[src/rtl/alu_cmd_sequencer_if.sv]
// alu_cmd_sequencer_if
//   Bundles every signal between the command sequencer and the rest of the
//   accumulator ALU system except the clock and reset.
//   master : command source / ALU side (drives powerOn, cmdValid, cmdOp,
//            cmdOperand, aluResult, aluOverflow, errClr)
//   slave  : the sequencer (drives cmdReady, accSel, aluOperand, outSel,
//            resValid, resData, resError, errFlag, state, opsCount)
//   Signals:
//     powerOn      block enable, looked at in OFF and READY only
//     cmdValid/cmdReady/cmdOp/cmdOperand   command handshake
//     accSel       one-hot accumulator mux: [2] persist, [1] load, [0] clear
//     aluOperand   registered second operand for the ALU input mux
//     outSel       one-hot ALU output mux: AND OR XOR NOT ADD SUB MULT
//     aluResult/aluOverflow                ALU output back to the sequencer
//     resValid/resData/resError            one-cycle result strobe
//     errFlag/errClr                       sticky overflow flag and its clear
//     state        OFF=00 READY=01 RUN=10 RUN_ERROR=11
//     opsCount     completed commands, saturating
interface alu_cmd_sequencer_if #(
  parameter int WIDTH = 8,
  parameter int CNT_W = 16
) ();

  logic             powerOn;
  logic             cmdValid;
  logic             cmdReady;
  logic [2:0]       cmdOp;
  logic [WIDTH-1:0] cmdOperand;
  logic [2:0]       accSel;
  logic [WIDTH-1:0] aluOperand;
  logic [6:0]       outSel;
  logic [WIDTH-1:0] aluResult;
  logic             aluOverflow;
  logic             resValid;
  logic [WIDTH-1:0] resData;
  logic             resError;
  logic             errFlag;
  logic             errClr;
  logic [1:0]       state;
  logic [CNT_W-1:0] opsCount;

  modport master (
    output powerOn, cmdValid, cmdOp, cmdOperand, aluResult, aluOverflow, errClr,
    input  cmdReady, accSel, aluOperand, outSel, resValid, resData, resError,
           errFlag, state, opsCount
  );

  modport slave (
    input  powerOn, cmdValid, cmdOp, cmdOperand, aluResult, aluOverflow, errClr,
    output cmdReady, accSel, aluOperand, outSel, resValid, resData, resError,
           errFlag, state, opsCount
  );

endinterface

[src/rtl/alu_cmd_sequencer.sv]
// alu_cmd_sequencer
//   Command sequencer for the 8-bit accumulator ALU. Accepts one opcode plus
//   operand over a valid/ready handshake, steers the accumulator and output
//   muxes for ALU_LAT cycles, then returns the ALU result with an overflow
//   qualifier. Owns the OFF/READY/RUN/RUN_ERROR power state machine.
//   Ports:
//     clk  rising-edge clock
//     rst  asynchronous, active-high reset
//     bus  alu_cmd_sequencer_if.slave (command, mux selects, result, status)
//   Parameters:
//     WIDTH    datapath width
//     ALU_LAT  cycles from command accept to result sample, 1..15
//     CNT_W    width of the saturating completed-operation counter
module alu_cmd_sequencer #(
  parameter int WIDTH   = 8,
  parameter int ALU_LAT = 2,
  parameter int CNT_W   = 16
) (
  input logic                clk,
  input logic                rst,
  alu_cmd_sequencer_if.slave bus
);

  typedef enum logic [1:0] {
    OFF       = 2'b00,
    READY     = 2'b01,
    RUN       = 2'b10,
    RUN_ERROR = 2'b11
  } seqState_t;

  localparam logic [2:0] OP_ADD  = 3'd4;
  localparam logic [2:0] OP_SUB  = 3'd5;
  localparam logic [2:0] OP_MULT = 3'd6;
  localparam logic [2:0] OP_LOAD = 3'd7;

  localparam logic [2:0] SEL_HOLD    = 3'b000;
  localparam logic [2:0] SEL_CLEAR   = 3'b001;
  localparam logic [2:0] SEL_LOAD    = 3'b010;
  localparam logic [2:0] SEL_PERSIST = 3'b100;

  localparam logic [3:0] LAT_LAST = 4'(ALU_LAT);
  localparam logic [3:0] LAT_PRE  = 4'(ALU_LAT - 1);

  seqState_t        stateQ, stateNext;
  logic [3:0]       phaseQ, phaseNext;
  logic [2:0]       opQ, opNext;
  logic [2:0]       accSelQ, accSelNext;
  logic [WIDTH-1:0] aluOperandQ, aluOperandNext;
  logic [6:0]       outSelQ, outSelNext;
  logic             resValidQ, resValidNext;
  logic [WIDTH-1:0] resDataQ, resDataNext;
  logic             resErrorQ, resErrorNext;
  logic             errFlagQ, errFlagNext;
  logic [CNT_W-1:0] opsCountQ, opsCountNext;

  logic       accept;
  logic       commit;
  logic       arithOp;
  logic       commitErr;
  logic [2:0] commitSel;
  logic [2:0] acceptSel;

  // A command is taken only in READY while powered; the commit edge is the
  // one where the phase counter has reached the ALU latency. Overflow only
  // means something for the arithmetic opcodes, so logic ops and LOAD never
  // raise an error even if the ALU overflow line happens to be high.
  assign accept    = (stateQ == READY) && bus.powerOn && bus.cmdValid;
  assign commit    = (stateQ == RUN) && (phaseQ == LAT_LAST);
  assign arithOp   = (opQ == OP_ADD) || (opQ == OP_SUB) || (opQ == OP_MULT);
  assign commitErr = commit && arithOp && bus.aluOverflow;
  assign commitSel = (opQ == OP_LOAD) ? SEL_LOAD : SEL_PERSIST;
  assign acceptSel = (bus.cmdOp == OP_LOAD) ? SEL_LOAD : SEL_PERSIST;

  // State register plus every registered output. Reset drops straight to
  // OFF and clears the accumulator, which also aborts any command in
  // flight without a result strobe or a count.
  always_ff @(posedge clk or posedge rst) begin
    if (rst) begin
      stateQ      <= OFF;
      phaseQ      <= 4'd0;
      opQ         <= 3'd0;
      accSelQ     <= SEL_CLEAR;
      aluOperandQ <= '0;
      outSelQ     <= 7'd0;
      resValidQ   <= 1'b0;
      resDataQ    <= '0;
      resErrorQ   <= 1'b0;
      errFlagQ    <= 1'b0;
      opsCountQ   <= '0;
    end else begin
      stateQ      <= stateNext;
      phaseQ      <= phaseNext;
      opQ         <= opNext;
      accSelQ     <= accSelNext;
      aluOperandQ <= aluOperandNext;
      outSelQ     <= outSelNext;
      resValidQ   <= resValidNext;
      resDataQ    <= resDataNext;
      resErrorQ   <= resErrorNext;
      errFlagQ    <= errFlagNext;
      opsCountQ   <= opsCountNext;
    end
  end

  // Next-state logic. Losing powerOn in READY wins over a pending command;
  // in RUN power is ignored so the operation always completes, and an
  // overflow detours through a single RUN_ERROR cycle before READY.
  always_comb begin
    stateNext = stateQ;
    case (stateQ)
      OFF: begin
        if (bus.powerOn) stateNext = READY;
      end
      READY: begin
        if (!bus.powerOn)  stateNext = OFF;
        else if (accept)   stateNext = RUN;
      end
      RUN: begin
        if (commit) stateNext = commitErr ? RUN_ERROR : READY;
      end
      RUN_ERROR: begin
        stateNext = READY;
      end
      default: stateNext = OFF;
    endcase
  end

  // Next values for the registered outputs. The accumulator select is
  // loaded one edge early so that it is asserted during the cycle that ends
  // on the commit edge; with a latency of one that early edge is the accept
  // edge itself. The operand and output select are frozen at accept, so
  // later command-bus activity cannot disturb a running operation. A new
  // error beats a coincident errClr.
  always_comb begin
    phaseNext      = phaseQ;
    opNext         = opQ;
    accSelNext     = SEL_HOLD;
    aluOperandNext = aluOperandQ;
    outSelNext     = outSelQ;
    resValidNext   = 1'b0;
    resDataNext    = resDataQ;
    resErrorNext   = 1'b0;
    errFlagNext    = bus.errClr ? 1'b0 : errFlagQ;
    opsCountNext   = opsCountQ;
    case (stateQ)
      READY: begin
        if (accept) begin
          opNext         = bus.cmdOp;
          aluOperandNext = bus.cmdOperand;
          outSelNext     = 7'd0;
          if (bus.cmdOp != OP_LOAD) outSelNext[bus.cmdOp] = 1'b1;
          phaseNext      = 4'd1;
          if (LAT_PRE == 4'd0) accSelNext = acceptSel;
        end
      end
      RUN: begin
        if (commit) begin
          resValidNext = 1'b1;
          resDataNext  = (opQ == OP_LOAD) ? aluOperandQ : bus.aluResult;
          if (opsCountQ != '1) opsCountNext = opsCountQ + CNT_W'(1);
          if (commitErr) begin
            resErrorNext = 1'b1;
            errFlagNext  = 1'b1;
            accSelNext   = SEL_CLEAR;
          end
        end else begin
          phaseNext = phaseQ + 4'd1;
          if (phaseQ == LAT_PRE) accSelNext = commitSel;
        end
      end
      default: begin
      end
    endcase
  end

  assign bus.cmdReady   = (stateQ == READY) && bus.powerOn;
  assign bus.state      = stateQ;
  assign bus.accSel     = accSelQ;
  assign bus.aluOperand = aluOperandQ;
  assign bus.outSel     = outSelQ;
  assign bus.resValid   = resValidQ;
  assign bus.resData    = resDataQ;
  assign bus.resError   = resErrorQ;
  assign bus.errFlag    = errFlagQ;
  assign bus.opsCount   = opsCountQ;

endmodule

[src/flat_wrapper.sv]
// flat-port wrapper written by rule: the top's interface ports become plain ports
module alu_cmd_sequencer_flat 
#(
  parameter int WIDTH   = 8,
  parameter int ALU_LAT = 2,
  parameter int CNT_W   = 16
)
  (clk, rst, bus_powerOn, bus_cmdValid, bus_cmdOp, bus_cmdOperand, bus_aluResult, bus_aluOverflow, bus_errClr, bus_cmdReady, bus_accSel, bus_aluOperand, bus_outSel, bus_resValid, bus_resData, bus_resError, bus_errFlag, bus_state, bus_opsCount);
  alu_cmd_sequencer_if #(.WIDTH(WIDTH), .CNT_W(CNT_W)) bus_i ();
  input logic clk;
  input logic rst;
  input wire logic [$bits(bus_i.powerOn)-1:0] bus_powerOn;
  input wire logic [$bits(bus_i.cmdValid)-1:0] bus_cmdValid;
  input wire logic [$bits(bus_i.cmdOp)-1:0] bus_cmdOp;
  input wire logic [$bits(bus_i.cmdOperand)-1:0] bus_cmdOperand;
  input wire logic [$bits(bus_i.aluResult)-1:0] bus_aluResult;
  input wire logic [$bits(bus_i.aluOverflow)-1:0] bus_aluOverflow;
  input wire logic [$bits(bus_i.errClr)-1:0] bus_errClr;
  output wire logic [$bits(bus_i.cmdReady)-1:0] bus_cmdReady;
  output wire logic [$bits(bus_i.accSel)-1:0] bus_accSel;
  output wire logic [$bits(bus_i.aluOperand)-1:0] bus_aluOperand;
  output wire logic [$bits(bus_i.outSel)-1:0] bus_outSel;
  output wire logic [$bits(bus_i.resValid)-1:0] bus_resValid;
  output wire logic [$bits(bus_i.resData)-1:0] bus_resData;
  output wire logic [$bits(bus_i.resError)-1:0] bus_resError;
  output wire logic [$bits(bus_i.errFlag)-1:0] bus_errFlag;
  output wire logic [$bits(bus_i.state)-1:0] bus_state;
  output wire logic [$bits(bus_i.opsCount)-1:0] bus_opsCount;
  assign bus_i.powerOn = bus_powerOn;
  assign bus_i.cmdValid = bus_cmdValid;
  assign bus_i.cmdOp = bus_cmdOp;
  assign bus_i.cmdOperand = bus_cmdOperand;
  assign bus_i.aluResult = bus_aluResult;
  assign bus_i.aluOverflow = bus_aluOverflow;
  assign bus_i.errClr = bus_errClr;
  assign bus_cmdReady = bus_i.cmdReady;
  assign bus_accSel = bus_i.accSel;
  assign bus_aluOperand = bus_i.aluOperand;
  assign bus_outSel = bus_i.outSel;
  assign bus_resValid = bus_i.resValid;
  assign bus_resData = bus_i.resData;
  assign bus_resError = bus_i.resError;
  assign bus_errFlag = bus_i.errFlag;
  assign bus_state = bus_i.state;
  assign bus_opsCount = bus_i.opsCount;
  alu_cmd_sequencer #(.WIDTH(WIDTH), .ALU_LAT(ALU_LAT), .CNT_W(CNT_W)) u_core (.clk(clk), .rst(rst), .bus(bus_i));
endmodule
[config.mk]
export PLATFORM = sky130hd
export DESIGN_NAME = alu_cmd_sequencer_flat
export DESIGN_NICKNAME = d
export VERILOG_FILES = /design/src/rtl/alu_cmd_sequencer_if.sv /design/src/rtl/alu_cmd_sequencer.sv /design/src/flat_wrapper.sv
export SDC_FILE = /design/constraint.sdc
export NUM_CORES = 1
export LEC_CHECK = 0
export BUFFER_PORTS_ARGS = -buffer_cell sky130_fd_sc_hd__buf_2
export CELL_PAD_IN_SITES_DETAIL_PLACEMENT = 1
export CELL_PAD_IN_SITES_GLOBAL_PLACEMENT = 2
export CORE_MARGIN = 4
export CORE_UTILIZATION = 35
export CTS_BUF_LIST = sky130_fd_sc_hd__clkbuf_8
export DETAILED_ROUTE_END_ITERATION = 6
export GPL_TIMING_DRIVEN = 0
export HOLD_SLACK_MARGIN = 0.05
export MAX_ROUTING_LAYER = met4
export PLACE_DENSITY_LB_ADDON = 0.15
export SYNTH_ARGS = -nofsm -noshare
export SYNTH_HDL_FRONTEND = slang
export SYNTH_SLANG_ARGS = --single-unit
[constraint.sdc]
create_clock -name clk -period 3 [get_ports clk]
set_input_delay 0.6 -clock clk [delete_from_list [all_inputs] [get_ports clk]]
set_output_delay 0.6 -clock clk [all_outputs]
set_load 0.01 [all_outputs]
==> results.tsv <==
stage	metric	value	unit
run_status	status	finished clean	
setup_path	worstPathBufferInverterCount	2	
sta	clock_skew	7.253	ps
logic_synthesis	avgSynthCellArea	11.07	um^2
clock_tree	cts_buffers	5	
setup_path	crit_chain	inv_1 > ha_1 > nand4bb_1 > buf_4 > or4_4 > nor4b_4 > xor2_1	
routing	avgViaCountPerCell	4.839	
layout	mostFrequentLayoutCell	buf_2	
routing	finalWirelength	5844	um
grt	met1_usage	20.05	%
layout	drive_above_1_share	32.56	%
setup_path	slowest_stage	or4_4	
clock_tree	htreeDepth	2	
routing	drcViolationCount	0	
setup_path	criticalPathCategory	reg -> reg	
setup_path	crit_arrival	2440	ps
clock_tree	path_clk_slew	100	ps
grt	grt_use_met3	4.060	%
routing	drtIter0Drc	86	
sta	drv_slew	0	
logic_synthesis	ys_seq_area_share	55.29	%
sta	setup_viol	0	
grt	grt_pass1_wl	10230	um
clock_tree	clk_latency	310	ps
layout	area_growth	24.09	%
clock_tree	clock_path_buffers	2	
sta	rsz0062_at_grt	false	
clock_tree	clockRootBuffer	clkbuf_8	
routing	vias	1926	
logic_synthesis	ys_types	38	
grt	grt_max_degree	33	
logic_synthesis	synth-seq-cells	54	
grt	antenna_found_initial	1	
logic_synthesis	syn_nets	253	
clock_tree	clkSinkCount	54	
sta	relSlewSlack	51.59	%
setup_path	start_kind	flip-flop	
power	leakage	1.647	nW
sta	fin_crit	2197	ps
logic_synthesis	synth_area	2446	um^2
routing	postRouteAntennaNets	0	
logic_synthesis	ys_warn_count	0	
min_path	min_path_type	in -> async	
logic_synthesis	synthCells	221	
clock_tree	cts-hold-fix-buffers	0	
sta	fin_crit_sh	73.23	%
layout	layout_common_cells	buf_2, dfrtp_1, nand2_1, o21ai_0, xor2_1	
grt	met2_usage	24.53	%
logic_synthesis	yosysTopAreaCellShare	54.22	%
floorplanning	die-area	8391	um^2
floorplanning	die-height	91.60	um
place	port-buffer-count	71	
grt	grtUsageTotal	15.67	%
clock_tree	cts_tree	yes	
setup_path	cp.required	3240	ps
grt	grt_overflow	0	
power	peakVddDrop	0.0003308	V
setup_path	cpPeakStageDelay	570	ps
clock_tree	post_cts_buffers	0	
floorplanning	core	6794	um^2
place	dp_hpwl	4460	um
routing	wire_per_inst	14.68	um
grt	grt_busiest_layer	met2	
sta	max_freq	455.2	MHz
setup_path	path_max_fanout	10	
logic_synthesis	ys_top_cells_by_area	dfrtp_1, mux2_2, xor2_1	
floorplanning	die_w	91.60	um
routing	first_pass_iters	5	
sta	worst_hold_slack	303.9	ps
job	drv_cap	0	
clock_tree	ctsResizeCount	0	
layout	nets	332	
setup_path	end_kind	flip-flop	
sta	worst_pin_slew	726.1	ps
grt	grt_pass1_vias	2035	
setup_path	path_delay_family	simple AND/OR/NAND/NOR gates	
logic_synthesis	yosys.area.top_type	dfrtp_1	
floorplanning	io_pins	73	
place	gp_congestion	0.7599	
sta	fin_setup_tns	0	ps
sta	hold_viol_final	0	
floorplanning	rows	30	
floorplanning	start_util	36.00	%
power	p_per_area	656.7	nW/um^2
==> sequential cells by signal (all words and copies together) (netlist names) <==
signal and count:
u_core.bus.opsCount 16, u_core.bus.aluOperand 8, u_core.bus.resData 8, u_core.bus.outSel 7, u_core.phaseQ 4, u_core.bus.accSel 3, u_core.opQ 3, u_core.bus.state 2
u_core.bus.errFlag 1, u_core.bus.resError 1, u_core.bus.resValid 1
==> power by group <==
part	internal [W]	switching [W]	total, W
registers	0.000875	0.000109	0.000984
clock network	0.000184	0.000240	0.000424
logic	0.000274	0.000311	0.000585
total	0.00133	0.000660	0.00199
==> cell families (layout without fill, tap and decap cells) <==
kind of cell	after synthesis	in the layout	synth area share [%]
and+or+nand+nor	77	77	16.42
DFF	54	54	55.29
AOI/OAI and AO/OA	27	27	6.855
muxes	21	21	9.207
buffers and inverters	20	100	3.273
xor gates and xnor gates	15	15	5.371
adders and majority gates	7	7	3.580
other	0	1	0
==> Yosys cell counts, drive strengths merged <==
library cell / count
o21ai: 16
inv: 12
a21boi: 1
xor2: 14
o31ai: 1
nor2b: 2
nand3b: 1
o22ai: 1
clkbuf: 6
nand4: 6
and4: 1
a21oi: 1
nor2: 9
o41ai: 2
nand2: 29
mux2i: 9
or4: 1
o31a: 1
nor3: 6
nand3: 12
and3: 2
and2: 1
mux2: 12
a21o: 1
buf: 2
nand4bb: 1
dfrtp: 53
nor4b: 3
o2bb2ai: 1
a21bo: 1
nor4: 2
dfstp: 1
o2111ai: 1
xnor2: 1
ha: 7
nor3b: 1
==> layout make-up <==
type / instances / area, um^2
Antenna cell: 1 / 2.502
Buffer: 8 / 35.03
Clock buffer: 6 / 82.58
Clock inverter: 2 / 8.758
Fill cell: 793 / 3759
Inverter: 12 / 45.04
Multi-Input combinational cell: 147 / 1013
Sequential cell: 54 / 1353
Tap cell: 96 / 120.1
Timing Repair Buffer: 72 / 375.4
==> metal layers <==
metal	vias up	share of wire [%]
li1	922	-
met1	954	44
met2	45	49
met3	5	5.4
met4	0	1.2
met5	-	0
==> worst reg2reg max path: stages, from the launching register on <==
cell       delay [ps]
dfrtp_1           420
inv_1             100
ha_1              270
nand4bb_1         130
buf_4             190
or4_4             580
nor4b_4           280
xor2_1            170
==> through the flow <==
stage                     area, um^2  power [W]  worst slack (ps)  instances  utilization, %
after global placement          2922   0.001577             294.3        388           43.00
after detailed placement        2942   0.001600             794.3        389           43.30
final                           3035   0.001993             803.2        398           44.68
after CTS                       3033   0.002034             768.0        397           44.64
after floorplan                 2446   0.001354             966.2        221               -
after global routing            3035   0.002148             679.8        398           44.68
==> path summary, 6_finish.rpt <==
kind,start,endpoint,slack (ps),depth (start not counted)
max,u_core.bus.state[0]$_DFFE_PP0P_,u_core.bus.opsCount[15]$_DFFE_PP0P_,800,7
min,rst,u_core.bus.opsCount[15]$_DFFE_PP0P_,300,2
max reg2reg,u_core.bus.state[0]$_DFFE_PP0P_,u_core.bus.opsCount[15]$_DFFE_PP0P_,800,7
min reg2reg,u_core.bus.outSel[3]$_DFFE_PP0P_,u_core.bus.outSel[3]$_DFFE_PP0P_,490,2
max in group asynchronous,rst,u_core.bus.outSel[4]$_DFFE_PP0P_,2150,3
min in group clk,bus_errClr,u_core.bus.errFlag$_DFF_PP0_,460,2
(Power assumes the default switching activity.)
